`config.mk`:
```
export PLATFORM = sky130hd
export DESIGN_NAME = reg_file_mp
export DESIGN_NICKNAME = d
export VERILOG_FILES = /design/src/rtl/rf_pkg.sv /design/src/rtl/rf_read_port.sv /design/src/rtl/reg_file_mp.sv
export SDC_FILE = /design/constraint.sdc
export NUM_CORES = 2
export LEC_CHECK = 0
export BUFFER_PORTS_ARGS = -buffer_cell sky130_fd_sc_hd__buf_4
export CAP_MARGIN = 20
export CORE_UTILIZATION = 57
export DETAILED_ROUTE_END_ITERATION = 16
export PLACE_DENSITY = 0.77
export SLEW_MARGIN = 10
export SYNTH_ARGS = -nofsm -noshare
export SYNTH_HDL_FRONTEND = slang
export SYNTH_SLANG_ARGS = --single-unit
```
`constraint.sdc`:
```
create_clock -name clk -period 34.4 [get_ports clk]
set_input_delay 5.16 -clock clk [delete_from_list [all_inputs] [get_ports clk]]
set_output_delay 5.16 -clock clk [all_outputs]
set_load 0.02 [all_outputs]
```
`src/rtl/rf_pkg.sv`:
```
// Shared types and default sizing for the multi-port register file.
package rf_pkg;

  localparam int RF_XLEN_DEF = 32;
  localparam int RF_NREG_DEF = 32;

  typedef enum logic {
    RF_IDLE  = 1'b0,
    RF_CLEAR = 1'b1
  } rf_state_e;

endpackage

```
`src/rtl/rf_read_port.sv`:
```
// One combinational read mux with optional write-to-read forwarding.
module rf_read_port #(
  parameter int XLEN   = 32,
  parameter int NREG   = 32,
  parameter int BYPASS = 1,
  localparam int AW    = $clog2(NREG)
) (
  input  logic [XLEN-1:0] regs [NREG],
  input  logic [AW-1:0]   raddr,
  input  logic            fwd_en,
  input  logic [AW-1:0]   waddr,
  input  logic [XLEN-1:0] wdata,
  output logic [XLEN-1:0] rdata
);

  logic hit;

  // Register 0 is never forwarded so it always reads as zero.
  assign hit   = (BYPASS != 0) && fwd_en && (waddr == raddr) && (waddr != '0);
  assign rdata = hit ? wdata : regs[raddr];

endmodule

```
`src/rtl/reg_file_mp.sv`:
```
// Multi-port register file with pending-write scoreboard and sequential full-file clear.
// state    | meaning
// RF_IDLE  | normal operation: writes, reservations and clear requests accepted
// RF_CLEAR | walking cnt from 1 to NREG-1, zeroing one register per cycle
module reg_file_mp
  import rf_pkg::*;
#(
  parameter int XLEN   = RF_XLEN_DEF,
  parameter int NREG   = RF_NREG_DEF,
  parameter int NRD    = 2,
  parameter int BYPASS = 1,
  localparam int AW    = $clog2(NREG)
) (
  input  logic                clk,
  input  logic                rst,
  input  logic                we,
  input  logic [AW-1:0]       waddr,
  input  logic [XLEN-1:0]     wdata,
  output logic                wr_ready,
  input  logic [NRD*AW-1:0]   raddr,
  output logic [NRD*XLEN-1:0] rdata,
  input  logic                rsv_valid,
  input  logic [AW-1:0]       rsv_addr,
  output logic [NREG-1:0]     busy,
  input  logic                clr_req,
  output logic                clr_busy
);

  rf_state_e       state_q, state_d;
  logic [AW-1:0]   cnt_q, cnt_d;
  logic [XLEN-1:0] regs [NREG];
  logic [NREG-1:0] busy_q, busy_d;
  logic [NREG-1:0] wen, clr_sel, rsv_set;
  logic            accept;

  assign clr_busy = (state_q == RF_CLEAR);
  assign wr_ready = ~clr_busy;
  assign accept   = we & wr_ready;
  assign busy     = busy_q;

  // One-hot decodes; bit 0 is masked so register 0 can never be enabled.
  assign wen     = accept ? ((NREG'(1) << waddr) & ~NREG'(1)) : '0;
  assign clr_sel = clr_busy ? (NREG'(1) << cnt_q) : '0;
  assign rsv_set = (rsv_valid && !clr_busy) ? ((NREG'(1) << rsv_addr) & ~NREG'(1)) : '0;

  always_comb begin
    state_d = state_q;
    cnt_d   = cnt_q;
    case (state_q)
      RF_IDLE: begin
        if (clr_req) begin
          state_d = RF_CLEAR;
          cnt_d   = AW'(1);
        end
      end
      RF_CLEAR: begin
        if (cnt_q == AW'(NREG - 1)) begin
          state_d = RF_IDLE;
          cnt_d   = '0;
        end else begin
          cnt_d = cnt_q + AW'(1);
        end
      end
      default: begin
        state_d = RF_IDLE;
        cnt_d   = '0;
      end
    endcase
  end

  always_ff @(posedge clk or posedge rst) begin
    if (rst) begin
      state_q <= RF_IDLE;
      cnt_q   <= '0;
    end else begin
      state_q <= state_d;
      cnt_q   <= cnt_d;
    end
  end

  // Reservation is applied last so it wins over a same-register write.
  always_comb begin
    busy_d    = (busy_q & ~clr_sel & ~wen) | rsv_set;
    busy_d[0] = 1'b0;
  end

  always_ff @(posedge clk or posedge rst) begin
    if (rst) begin
      busy_q <= '0;
    end else begin
      busy_q <= busy_d;
    end
  end

  always_ff @(posedge clk or posedge rst) begin
    if (rst) begin
      for (int i = 0; i < NREG; i++) regs[i] <= '0;
    end else begin
      regs[0] <= '0;
      for (int i = 1; i < NREG; i++) begin
        if (clr_sel[i]) regs[i] <= '0;
        else if (wen[i]) regs[i] <= wdata;
      end
    end
  end

  for (genvar k = 0; k < NRD; k++) begin : g_rd
    rf_read_port #(
      .XLEN  (XLEN),
      .NREG  (NREG),
      .BYPASS(BYPASS)
    ) u_rd (
      .regs  (regs),
      .raddr (raddr[k*AW +: AW]),
      .fwd_en(accept),
      .waddr (waddr),
      .wdata (wdata),
      .rdata (rdata[k*XLEN +: XLEN])
    );
  end

endmodule

```
Yosys cells after proc, flatten, opt, wreduce, memory -nomap -nowiden
Index checks and enable logic that the tools add are counted.
{"block": "totals", "input_bits": 57, "romBits": 0, "out_inout_bits": 98, "reg_bits": 1029, "ramBits": 0, "latch_bits": 0, "n_memories": 0}
{"block": "classes", "n_addsub": 1, "n_mul": 0, "n_div": 0, "eq_ne": 4, "bitwise": 9, "n_lt_le_gt_ge": 2, "n_mux": 79, "reduce_logical": 38, "n_shift": 3}
{"op": "$mux 32", "count": 71}
{"op": "$bmux 32 s5", "count": 2}
{"op": "$shl 1x5->32 const A", "count": 3}
{"op": "$and 32x32->32", "count": 2}
{"op": "$not 32->32", "count": 2}
{"op": "$reduce_bool 2->1", "count": 31}
{"op": "$or 32x32->32", "count": 1}
{"op": "$ge 6x6->1 const B", "count": 2}
{"op": "$not 5->6", "count": 2}
{"op": "$eq 5x5->1", "count": 2}
{"op": "$mux 5", "count": 2}
{"op": "$pmux 5 s2", "count": 1}
{"op": "$add 5x1->5 const B", "count": 1}
{"op": "$eq 5x5->1 const B", "count": 1}
{"op": "$logic_and 1x1->1", "count": 5}
{"op": "$reduce_bool 5->1", "count": 1}
{"op": "$mux 1", "count": 2}
{"op": "$ne 2x1->1 const B", "count": 1}
{"op": "$pmux 1 s2", "count": 1}
{"op": "$and 1x1->1", "count": 1}
{"op": "$logic_not 1->1", "count": 1}
{"op": "$not 1->1", "count": 1}

Longest topological paths before layout
{"block": "depth", "ltp_word": 6, "depth_mapped": 9, "mapped_depth_nobuf": 5}

By module
A second synthesis with hierarchy kept.
{"block": "hier_totals", "cells_unflattened": 4647, "hier_area_um2": 56470.4}
{"module": "reg_file_mp", "cells_each": 3077, "area_per_inst_um2": 38553.2, "n_inst": 1, "seq_area_each_um2": 25749.7}
{"module": "rf_read_port", "cells_each": 785, "area_per_inst_um2": 8958.6, "n_inst": 2, "seq_area_each_um2": 0.0}

Worst setup path after synthesis
No wires, ideal clock.
{"block": "synth_path", "path_type": "input-to-output", "start": "in raddr[6]", "end": "out rdata[32]", "t_required_ns": 29.240, "arrival_ns": 7.096, "n_path_buf": 4, "path_slack_ns": 22.144, "path_stages": 8, "path_cell_list": "buf_2 buf_2 or2_2 buf_2 clkbuf_1 o22ai_1 nor3_1 o41ai_1"}
{"block": "synth_via", "elab_chain_len": 5}
{"element": "start: declaration", "line": "reg_file_mp.sv:20", "rtl": "input logic [NRD*AW-1:0] raddr,"}
{"element": "$not 5->6 (implied by the code)", "line": "rf_read_port.sv:20", "rtl": "assign rdata = hit ? wdata : regs[raddr];"}
{"element": "$bmux 32 s5", "line": "rf_read_port.sv:20"}
{"element": "$mux 32 (implied by the code) (2 in a row)", "line": "rf_read_port.sv:20"}
{"element": "$mux 32 (*)", "line": "rf_read_port.sv:20"}
{"element": "end: declaration", "line": "reg_file_mp.sv:21", "rtl": "output logic [NRD*XLEN-1:0] rdata,"}
Mark *: on every way between the ends. The rest lies on a longest branch, timed or not. The select of a mux whose other input is x is not followed.

Worst setup path in the final report
{"block": "layout_path", "start": "in raddr[5]", "end": "out rdata[46]"}
Same word-level chain as after synthesis.

==> metrics.md <==
| Metric | Value |
|---|---|
| Status | finished with violations |
| Failing checks | DRC |
| Synth cell types | 55 |
| Part of the Yosys area used for sequential elements | 47.26% |
| Req. time, crit path | 29.24 ns |
| Post-synth ARST share | 100.0% |
| Aggregate global-route resource usage | 41.17% |
| Largest net degree at the start of global routing | 179 |
| Gpl congestion | 0.9053 |
| Top cells by count, synth | a22o_1 (1,039), dfrtp_1 (1,029), mux2i_1 (606), clkbuf_1 (391), o22ai_1 (220) |
| Initial antenna violation count | 17 |
| Drt drc | 2 |
| # Max-Cap Violations | 0 |
| Vias in the first global route | 44,600 |
| Post_cts resized | 0 |
| Max Buffers Root-to-Sink | 3 |
| Initial Utilization | 57.43% |
| Vias/cell | 7.977 |
| Crit share post-route | 43.22% |
| Skew-Pair Late Insertion Delay | 0.70 ns |
| Port buffer count | 153 |
| Worst-path fanout max | 139 |
| Drt total wl | 202,900 um |
| Clock root buffer | clkbuf_16 |
| Final Skew | 0.02176 ns |
| Multi-input gate area | 26,640 um2 |
| Post-DP HPWL | 109,000 um |
| Worst setup SP type | primary input |
| Final ANT Viol Nets | 0 |
| Post-synth EDFFs | 0 |
| Overflow left after global routing | 0 |
| Syn. warnings | 0 |
| Detailed Routing Iterations Pass 1 | 14 |
| Total clock sinks | 1,029 |
| Core Area | 94,870 um2 |
| Final min period | 14.87 ns |
| Rows | 113 |
| Post-synth top flop | dfrtp_1 |
| Syn Nets | 4,644 |
| First-pass GRT wire length | 299,000 um |
| # IOs | 155 |
| Setup_tns | 0 ns |
| Synthesized flop and latch total | 1,029 |
| Die W | 311.2 um |
| Slew @ Worst Pin | 1.295 ns |
| Relative slew slack | 13.08% |
| Hold-fix buffers, CTS | 0 |
| Dominant cells by area after synthesis | dfrtp_1 (47%), a22o_1 (17%), mux2i_1 (11%), mux4_2 (4.9%), clkbuf_1 (2.7%) |
| Top-count cell post-synth | a22o_1 |
| Register area | 25,750 um2 |
| Share of the synthesized area in the top cell type | 47.26% |
| RSZ-0062 raised after global routing | no |
| Avg Inst Size Synth | 11.90 um2 |
| WS Path Type | in -> out |
| Total leakage power | 27.38 nW |
| Vert. Die Dim | 311.2 um |
| Worst Path Arrival | 9.71 ns |
| Final hold slack | 0.4863 ns |
| DR WL/cell | 35.30 um |
| Fillers | 7,137 |
| Fmax | 0.06725 GHz |
| P per Cell Area | 61.24 nW/um2 |
| Final Max Tran Viols | 0 |
| Layout net count | 4,452 |
| CTS tree | yes |
| Post-CTS Setup Repair Bufs | 0 |
| Worst-path clk slew | 0.06 ns |
| Share of layout cells above drive strength 1 | 17.01% |
| Yosys top cell by area | dfrtp_1 |
| Fin. Hold Viols | 0 |
| Hold crit path type | reg -> reg |
| DRT iter0 DRCs | 7,456 |
| Mapped Cells | 4,580 |
| H-tree depth | 3 |
| Synth-to-layout area growth | 10.07% |
| Worst vdd ir | 0.00004860 V |
| Mapped cell area | 54,490 um2 |
| Worst Setup End Kind | output port |
| TritonCTS Buffers | 105 |
| Die Area | 96,830 um2 |
| # setup viols final | 0 |
| Vias | 45,840 |
-- placed cells by master (no fill, tap or decap), types with 5 or more instances in the layout --
master | Yosys | routed
nor3_2 | 4 | 5
dfrtp_1 | 1029 | 1029
a21oi_1 | 62 | 43
nand3_1 | 6 | 6
clkbuf_4 | 0 | 8
a22o_1 | 1039 | 1039
clkinv_2 | 0 | 27
mux4_2 | 119 | 119
nor3_1 | 169 | 166
a31oi_4 | 0 | 12
a21oi_4 | 0 | 19
mux4_1 | 9 | 9
o22ai_1 | 220 | 220
mux2i_1 | 606 | 606
o21ai_0 | 19 | 19
nor4_4 | 1 | 6
o41ai_1 | 50 | 50
buf_12 | 1 | 5
clkbuf_1 | 391 | 15
a221o_1 | 6 | 6
nand2b_1 | 33 | 27
bufinv_16 | 0 | 13
a211oi_1 | 43 | 43
ha_1 | 7 | 7
a311oi_1 | 43 | 40
inv_1 | 6 | 5
nor2_1 | 62 | 39
clkbuf_16 | 0 | 108
nor2b_1 | 92 | 88
nand2_1 | 112 | 109
clkbuf_8 | 0 | 22
xnor2_1 | 7 | 7
a221oi_1 | 93 | 93
buf_4 | 60 | 267
a2111oi_0 | 6 | 6
nor2_4 | 0 | 22
mux2_2 | 84 | 84
clkinvlp_4 | 0 | 5
diode_2 | 0 | 9
o31ai_1 | 13 | 13
-- worst max-delay path, cell delays in order --
cell and delay, ns:
buf_8 0.63, buf_4 0.94, buf_12 0.66, xnor2_1 0.18, nand3_1 0.18, nor4_4 0.07, buf_4 0.26, o41ai_1 0.91
buf_4 0.28
-- where the power goes --
part	switching [W]	internal [W]
clock network	0.000504	0.000717
registers	0.000176	0.00141
logic	0.000498	0.000367
total	0.00118	0.00249
-- layer usage --
metal / vias up / wire [um] / track usage [%]
li1: 17690 / - / -
met1: 23020 / 71470 / 54.18
met2: 4159 / 84990 / 57.01
met3: 956 / 33960 / 17.68
met4: 20 / 12300 / 22.76
met5: - / 151 / 0.2964
-- cell families after synthesis --
logic type,synth area share (%)
flip-flops,47.26
XOR/XNOR,0.1768
other,0.006883
multiplexers,18.22
AO/OA/AOI/OAI,24.22
adder cells (fa/ha/maj),0.1607
AND/OR/NAND/NOR,4.788
buffers and inverters,5.167
-- flip-flops by register name, indices dropped and copies added (netlist names) --
| signal | flops |
|---|---|
| regs | 992 |
| busy | 31 |
| cnt_q | 5 |
| clr_busy | 1 |
-- layout make-up --
cell class	count	share of cell area, %
repair buffers	288	3.812
clock inverters	47	0.9806
clock buffers	145	5.105
flip-flops and latches	1029	42.94
diodes	9	0.03755
inverters	8	0.06259
well taps	1265	2.639
multi-input cells	2956	44.43
-- per-stage QoR --
step           instance area (um2)  util (%)  total power, W  cells  setup WS [ns]
2_1_floorplan                54490         -        0.002116   4580         0.2818
3_3_place_gp                 56150     59.18        0.002401   5533          19.58
3_5_place_dp                 56160     59.20        0.002426   5535          19.59
4_1_cts                      59810     63.04        0.003634   5727          19.57
5_1_grt                      59960     63.20        0.003781   5741          19.49
6_report                     59970     63.21        0.003672   5747          19.53
-- final timing paths --
path,cells past startpoint,from,to,slack (ns)
max,9,raddr[5],rdata[46],19.53
min,2,busy[6]$_DFF_PP0_,busy[6]$_DFF_PP0_,0.49
max reg2reg,7,clr_busy$_DFF_PP0_,busy[17]$_DFF_PP0_,31.01
min reg2reg,2,busy[6]$_DFF_PP0_,busy[6]$_DFF_PP0_,0.49
max in group asynchronous,4,rst,regs[846]$_DFFE_PP0P_,27.45
min in group asynchronous,2,rst,regs[157]$_DFFE_PP0P_,4.58
Note: power is estimated with default switching activity, not from simulation.
